File: config.mk
export PLATFORM = sky130hd
export DESIGN_NAME = timer_counter
export DESIGN_NICKNAME = d
export VERILOG_FILES = /design/src/rtl/timer_counter.sv
export SDC_FILE = /design/constraint.sdc
export NUM_CORES = 1
export LEC_CHECK = 0
export ABC_CLOCK_PERIOD_IN_PS = 2900
export BUFFER_PORTS_ARGS = -buffer_cell sky130_fd_sc_hd__buf_2
export CAP_MARGIN = 30
export CORE_AREA = 2 2 102 84
export DETAILED_ROUTE_END_ITERATION = 10
export DIE_AREA = 0 0 104 86
export PLACE_DENSITY_LB_ADDON = 0.12
export SLEW_MARGIN = 30
export SYNTH_ARGS = -nofsm -noshare
export SYNTH_HDL_FRONTEND = slang
export SYNTH_SLANG_ARGS = --single-unit
File: constraint.sdc
create_clock -name clk -period 2.9 [get_ports clk]
set_clock_uncertainty 0.15 [all_clocks]
set_input_delay 0.29 -clock clk [delete_from_list [all_inputs] [get_ports clk]]
set_output_delay 0.29 -clock clk [all_outputs]
set_load 0.005 [all_outputs]
File: src/rtl/timer_counter.sv
// timer_counter: 32-bit down-counting timer with CTRL/PRESET/COUNT registers and
// a maskable interrupt, sequenced by an IDLE/LOAD/CNT/INT state machine.
module timer_counter #(
  parameter int COUNT_W = 32
) (
  input  logic               clk,
  input  logic               reset,
  input  logic [1:0]         addr,
  input  logic               we,
  input  logic [COUNT_W-1:0] din,
  output logic [COUNT_W-1:0] dout,
  output logic               irq
);

  typedef enum logic [1:0] {
    IDLE = 2'd0,
    LOAD = 2'd1,
    CNT  = 2'd2,
    INT  = 2'd3
  } state_e;

  localparam logic [1:0]         ADDR_CTRL   = 2'd0;
  localparam logic [1:0]         ADDR_PRESET = 2'd1;
  localparam logic [1:0]         ADDR_COUNT  = 2'd2;
  localparam logic [COUNT_W-1:0] ONE         = COUNT_W'(1);

  state_e             state_q, state_d;
  logic [3:0]         ctrl_q, ctrl_d;
  logic [COUNT_W-1:0] preset_q, preset_d;
  logic [COUNT_W-1:0] count_q, count_d;
  logic               pending_q, pending_d;

  logic ctrlEn;
  logic ctrlIm;
  logic autoReload;
  logic wrCtrl;
  logic wrPreset;

  // MODE 1x behaves as one-shot; only 01 reloads.
  assign ctrlEn     = ctrl_q[0];
  assign autoReload = (ctrl_q[2:1] == 2'b01);
  assign ctrlIm     = ctrl_q[3];
  assign wrCtrl     = we && (addr == ADDR_CTRL);
  assign wrPreset   = we && (addr == ADDR_PRESET);

  always_ff @(posedge clk or negedge reset) begin
    if (!reset) begin
      state_q   <= IDLE;
      ctrl_q    <= 4'd0;
      preset_q  <= '0;
      count_q   <= '0;
      pending_q <= 1'b0;
    end else begin
      state_q   <= state_d;
      ctrl_q    <= ctrl_d;
      preset_q  <= preset_d;
      count_q   <= count_d;
      pending_q <= pending_d;
    end
  end

  // Pending is raised on the edge that enters INT, so a newly set flag beats a
  // same-edge register write; a CTRL write overrides the automatic EN clear.
  always_comb begin
    state_d   = state_q;
    ctrl_d    = ctrl_q;
    preset_d  = preset_q;
    count_d   = count_q;
    pending_d = pending_q;

    if (wrCtrl || wrPreset) begin
      pending_d = 1'b0;
    end

    case (state_q)
      IDLE: begin
        if (ctrlEn) begin
          state_d = LOAD;
        end
      end
      LOAD: begin
        count_d = preset_q;
        if (preset_q == '0) begin
          state_d   = INT;
          pending_d = 1'b1;
        end else begin
          state_d = CNT;
        end
      end
      CNT: begin
        if (!ctrlEn) begin
          state_d = IDLE;
        end else if (count_q > ONE) begin
          count_d = count_q - ONE;
        end else begin
          count_d   = '0;
          state_d   = INT;
          pending_d = 1'b1;
        end
      end
      INT: begin
        if (autoReload) begin
          pending_d = 1'b0;
          state_d   = LOAD;
        end else begin
          ctrl_d[0] = 1'b0;
          state_d   = IDLE;
        end
      end
      default: begin
        state_d = IDLE;
      end
    endcase

    if (wrCtrl) begin
      ctrl_d = din[3:0];
    end
    if (wrPreset) begin
      preset_d = din;
    end
  end

  always_comb begin
    dout = '0;
    case (addr)
      ADDR_CTRL:   dout = {{(COUNT_W-4){1'b0}}, ctrl_q};
      ADDR_PRESET: dout = preset_q;
      ADDR_COUNT:  dout = count_q;
      default:     dout = '0;
    endcase
  end

  assign irq = ctrlIm & pending_q;

endmodule

==> results of run 1 <==
-- cells by family (layout without fill, tap and decap cells) --
group	after synthesis	in the layout	synth area share, %
compound gates	124	124	22.4
flops	71	71	41.9
mux	42	42	10.9
simple gates	138	138	18.7
fa+ha+maj	2	2	0.589
buf+inv	44	118	5.54
-- metal layers --
layer	track usage, %	vias up
met3	6.61	25
met5	0	-
met4	10.8	0
met2	46.5	188
met1	40.2	1952
li1	-	1793
-- layout make-up --
type | count | area [um^2] | share of cell area, %
Clock buffer | 13 | 159 | 3.24
Clock inverter | 1 | 5.00 | 0.102
Inverter | 10 | 37.5 | 0.765
Multi-Input combinational cell | 306 | 2240 | 45.7
Sequential cell | 71 | 1780 | 36.2
Tap cell | 108 | 135 | 2.75
Timing Repair Buffer | 94 | 553 | 11.3
-- worst max-delay path by stage --
stage | startpoint | end | slack, ns
finish | count_q[27] | count_q[14] | 0.27
global route | count_q[27] | count_q[14] | 0.17
CTS | count_q[27] | count_q[16] | 0.19
detailed placement | count_q[27] | count_q[25] | 0.19
global placement | count_q[27] | count_q[25] | 0.25
floorplan | count_q[0] | count_q[20] | 0.47
-- flip-flops by register name, indices dropped and copies added (netlist names) --
register and flops:
ctrl_q 4, pending_q 1, preset_q 32, count_q 32, state_q 2
-- cell usage after synthesis, drive strengths merged, types with 8 or more instances --
library cell / count / area, um^2
nand4: 11 / 68.8
mux2: 35 / 394
nor4: 20 / 176
buf: 15 / 97.6
inv: 10 / 37.5
a21oi: 12 / 60.1
a32oi: 11 / 96.3
nand2: 40 / 150
nor3: 10 / 55.1
dfrtp: 71 / 1780
o21ai: 16 / 80.1
or4: 8 / 63.8
clkbuf: 18 / 87.6
nor2: 14 / 52.6
a22o: 31 / 272
-- critical path, cell delays in order (launching register included) --
cell,delay [ns]
dfrtp_1,0.44
or4_4,0.59
nor4_4,0.38
and4_1,0.23
buf_4,0.27
o21ai_0,0.14
a221o_1,0.32
-- power groups by stage --
stage                     Clock [mW]  Combinational [mW]  Sequential [mW]
after global routing           0.755                2.03             1.92
final                          0.707                1.85             1.86
after CTS                      0.725                1.83             1.84
after detailed placement           0                1.82             1.86
after global placement             0                1.77             1.85
after floorplan                    0                1.40             1.64
-- what timing repair did --
item,4_1_cts,5_1_grt
setup endpoints to repair,0,2
hold endpoints to repair,18,0
setup buffers,0,2
hold buffers,3,0
==> metrics.yaml, run 1 <==
status: "finished clean"
drv_cap: 0
timing.rr.end: "count_q[14]"
clkPwrFrac_pct: 16.0
grt_max_degree: 56
worstHoldPathCells: 3
coreArea_mm2: 0.00784
cts_buffers: 9
rows: 29
ir_worst_vdd_v: 0.000381
ys_types: 61
fin_crit_ns: 2.63
layout_common_cells: "71 x dfrtp_1, 69 x buf_2, 40 x nand2_1"
grt_pass1_wl_um: 20400
initial_core_util_pct: 54.2
clkTransAtPathRegs_ns: 0.07
grt_pass1_vias: 3881
die_w_um: 104
final_common_cell: "dfrtp_1"
yosysWarningCount: 0
reg2regPathDepth: 6
wl_met3_um: 1000
switching_share_pct: 43.2
fin_ws_ns: 0.270
clockBufferDepth: 2
worst_hold_slack_ns: 0.00813
area_delta_synth_final_pct: 15.6
syn_nets: 460
fin_area_mm2: 0.00491
fin_crit_sh_pct: 90.7
clk-insertion-delay-late_ns: 0.35
worst_pin_slew_ns: 0.644
finalPower_mw: 4.42
slew_headroom_pct: 57.0
rsz0062_at_grt: "no"
synth-seq-area-share_pct: 41.9
drc: 0
cts_sinks: 71
fmaxAchievable_mhz: 380
vias: 3958
place_hpwl_um: 8750
root_buffer: "clkbuf_8"
dieArea_mm2: 0.00894
cts-resized-gates: 0
final_hold_viol_count: 0
wl_met2_um: 5800
n_antenna_cell: 0
p_sw_mw: 1.91
tritoncts: "built"
start_kind: "flip-flop"
grt_remaining_overflow: 0
stdcell_count: 603
die_height_um: 86
gp_congestion: 0.968
worst_ep_required_time_ns: 2.99
nNetsFinal: 531
dr.pass1.iters: 4
min_from: "din[0]"
n_fill_cell: 697
setup_viol: 0
io_buffers: 69
hold_class: "in -> reg"
place_area_mm2: 0.00470
end_kind: "flip-flop"
async_reset_ff_share_pct: 100
syn_area_mm2: 0.00425
ys_seq_elements: 71
arrival_ns: 2.72
leakage_nw: 2.09
grtUsageTotal_pct: 29.4
power_frac_seq_pct: 42.1
synth_ff_type: "dfrtp_1"
antenna_found_initial: 0
utilization_pct: 62.6
io-pin-count: 70
worstSetupPathType: "reg -> reg"
hold_end: "ctrl_q[0]"
wl_met1_um: 5510
drt-total-wl_um: 12600
placed_cells: 584
worst-r2r-setup-slack_ns: 0.27
p_int_mw: 2.51
postSynthCellCount: 421
drt-initial-drc-count: 307
synth_edf_count: 0
path_max_fanout: 16
vias_per_cell: 6.56
share_comb_of_total_power_pct: 41.9
postRouteAntennaNets: 0
wl_per_cell_um: 20.9
syn_avg_cell_area_um2: 10.1
top_layer: "met4"
dp_slack_ns: 0.194
layout-drive-gt1-share_pct: 30.5
p_per_area_mw_per_mm2: 900
fin_tns_setup_ns: 0
r2r-start: "count_q[27]"
final-max-slew-violation-count: 0
h-tree-depth: 3
Note: power is estimated with default switching activity, not from simulation.
==> run 2, diff against run 1 <==
--- a/config.mk
+++ b/config.mk
@@ -9,6 +9,7 @@
 export BUFFER_PORTS_ARGS = -buffer_cell sky130_fd_sc_hd__buf_2
 export CAP_MARGIN = 30
 export CORE_AREA = 2 2 102 84
+export CTS_BUF_LIST = sky130_fd_sc_hd__clkbuf_16
 export DETAILED_ROUTE_END_ITERATION = 10
 export DIE_AREA = 0 0 104 86
 export PLACE_DENSITY_LB_ADDON = 0.12
@@ -16,3 +17,4 @@
 export SYNTH_ARGS = -nofsm -noshare
 export SYNTH_HDL_FRONTEND = slang
 export SYNTH_SLANG_ARGS = --single-unit
+export TNS_END_PERCENT = 5
==> run 2 against run 1 <==
First-iteration DRC count is 11% higher; register-to-register slack better by 0.02 ns; non-clock buffer count is 2 lower; sequential power hardly changed; die area stayed put; flip-flop and latch count stayed put.
==> metrics.yaml, run 2 (synthesis results as in run 1) <==
status: "finished clean"
die_w_um: 104
cp_slowest_cell: "or4_4"
clkTransAtPathRegs_ns: 0.05
fin_tns_setup_ns: 0
final_common_cell: "dfrtp_1"
switching_share_pct: 41.8
gp_congestion: 0.968
ir_worst_vdd_v: 0.000409
worst_ep_required_time_ns: 2.96
grt_pass1_vias: 3897
tritoncts: "built"
grt_pass1_wl_um: 20500
wl_per_cell_um: 21.0
antenna_found_initial: 0
clk-insertion-delay-late_ns: 0.33
clockBufferDepth: 2
dp_slack_ns: 0.194
vias_per_cell: 6.62
fin_crit_sh_pct: 89.9
place_area_mm2: 0.00470
dieArea_mm2: 0.00894
cts_sinks: 71
grt_max_degree: 56
initial_core_util_pct: 54.2
final_hold_viol_count: 0
postRouteAntennaNets: 0
start_kind: "flip-flop"
grt_remaining_overflow: 0
path_buf_inv: 1
area_delta_synth_final_pct: 17.1
final-max-slew-violation-count: 0
power_frac_seq_pct: 39.9
fin_ws_ns: 0.294
worstSetupPathType: "reg -> reg"
cts_buffers: 9
drv_cap: 0
coreArea_mm2: 0.00784
setup_viol: 0
share_comb_of_total_power_pct: 39.7
dr.pass1.iters: 5
utilization_pct: 63.4
path_delay_family: "simple AND/OR/NAND/NOR gates"
leakage_nw: 2.12
slew_headroom_pct: 57.4
place_hpwl_um: 8750
path_max_fanout: 16
root_buffer: "clkbuf_16"
end_kind: "flip-flop"
fin_area_mm2: 0.00497
fin_crit_ns: 2.61
rows: 29
placed_cells: 584
die_height_um: 86
nNetsFinal: 529
p_sw_mw: 1.95
p_per_area_mw_per_mm2: 939
rsz0062_at_grt: "no"
stdcell_count: 601
clkPwrFrac_pct: 20.3
arrival_ns: 2.67
layout-drive-gt1-share_pct: 30.2
io_buffers: 69
drt-total-wl_um: 12600
worst_hold_slack_ns: 0.0317
slowest_delay_ns: 0.59
vias: 3977
drc: 0
p_int_mw: 2.72
path_cells: "or4_4 > nor4_4 > and4_1 > buf_4 > o21ai_0 > a221o_1"
layout_common_cells: "71 x dfrtp_1, 69 x buf_2, 40 x nand2_1"
h-tree-depth: 3
fmaxAchievable_mhz: 384
top_regs: "count_q: 32 flops, preset_q: 32 flops, ctrl_q: 4 flops"
n_antenna_cell: 0
drt-initial-drc-count: 342
io-pin-count: 70
worst_pin_slew_ns: 0.638
grtUsageTotal_pct: 29.5
hold_class: "in -> reg"
finalPower_mw: 4.67
run 2: cell types whose count changed in the layout (fill, tap and decap cells not counted):
cell	previous run	this run
clkbuf_1	2	0
clkbuf_16	0	9
clkbuf_8	11	0
clkinv_1	0	2
dlygate4sd3_1	3	1
inv_1	10	12
run 2: final timing paths:
check	startpoint	end	slack [ns]	depth (start not counted)
max	count_q[27]	count_q[14]	0.29	6
min	din[0]	ctrl_q[0]	0.03	3
max reg2reg	count_q[27]	count_q[14]	0.29	6
min reg2reg	count_q[30]	count_q[30]	0.39	1
max in group asynchronous	reset	count_q[22]	1.69	3
min in group asynchronous	reset	pending_q	0.27	2
run 2: final cells by class:
cell class,instances,area [um^2]
clock inverter,5,20.0
clock buffer,9,225
inverter,10,37.5
tap,108,135
fill,681,2870
multi-input combinational,306,2240
timing repair buffer,92,533
sequential,71,1780
run 2: what timing repair did:
action	in CTS	in global routing
setup endpoints to repair	0	2
hold endpoints to repair	16	0
gates resized for setup	0	0
setup buffers	0	2
hold buffers	1	0
run 2: power groups by stage:
stage	clock network [mW]	registers, mW	logic, mW
after floorplan	0	1.64	1.40
after global placement	0	1.85	1.77
after detailed placement	0	1.86	1.82
after CTS	0.963	1.85	1.83
after global routing	1.00	1.93	2.03
final	0.948	1.86	1.86
run 2: layer usage:
layer	global-route usage (%)	share of wire [%]
met3	6.76	8.4
met5	0	0
met4	10.3	2.2
met1	40.4	43
met2	46.7	46
run 2: worst min-delay path, stage by stage:
cell,delay (ns)
buf_2,0.09
nand2_1,0.04
o21ai_0,0.06
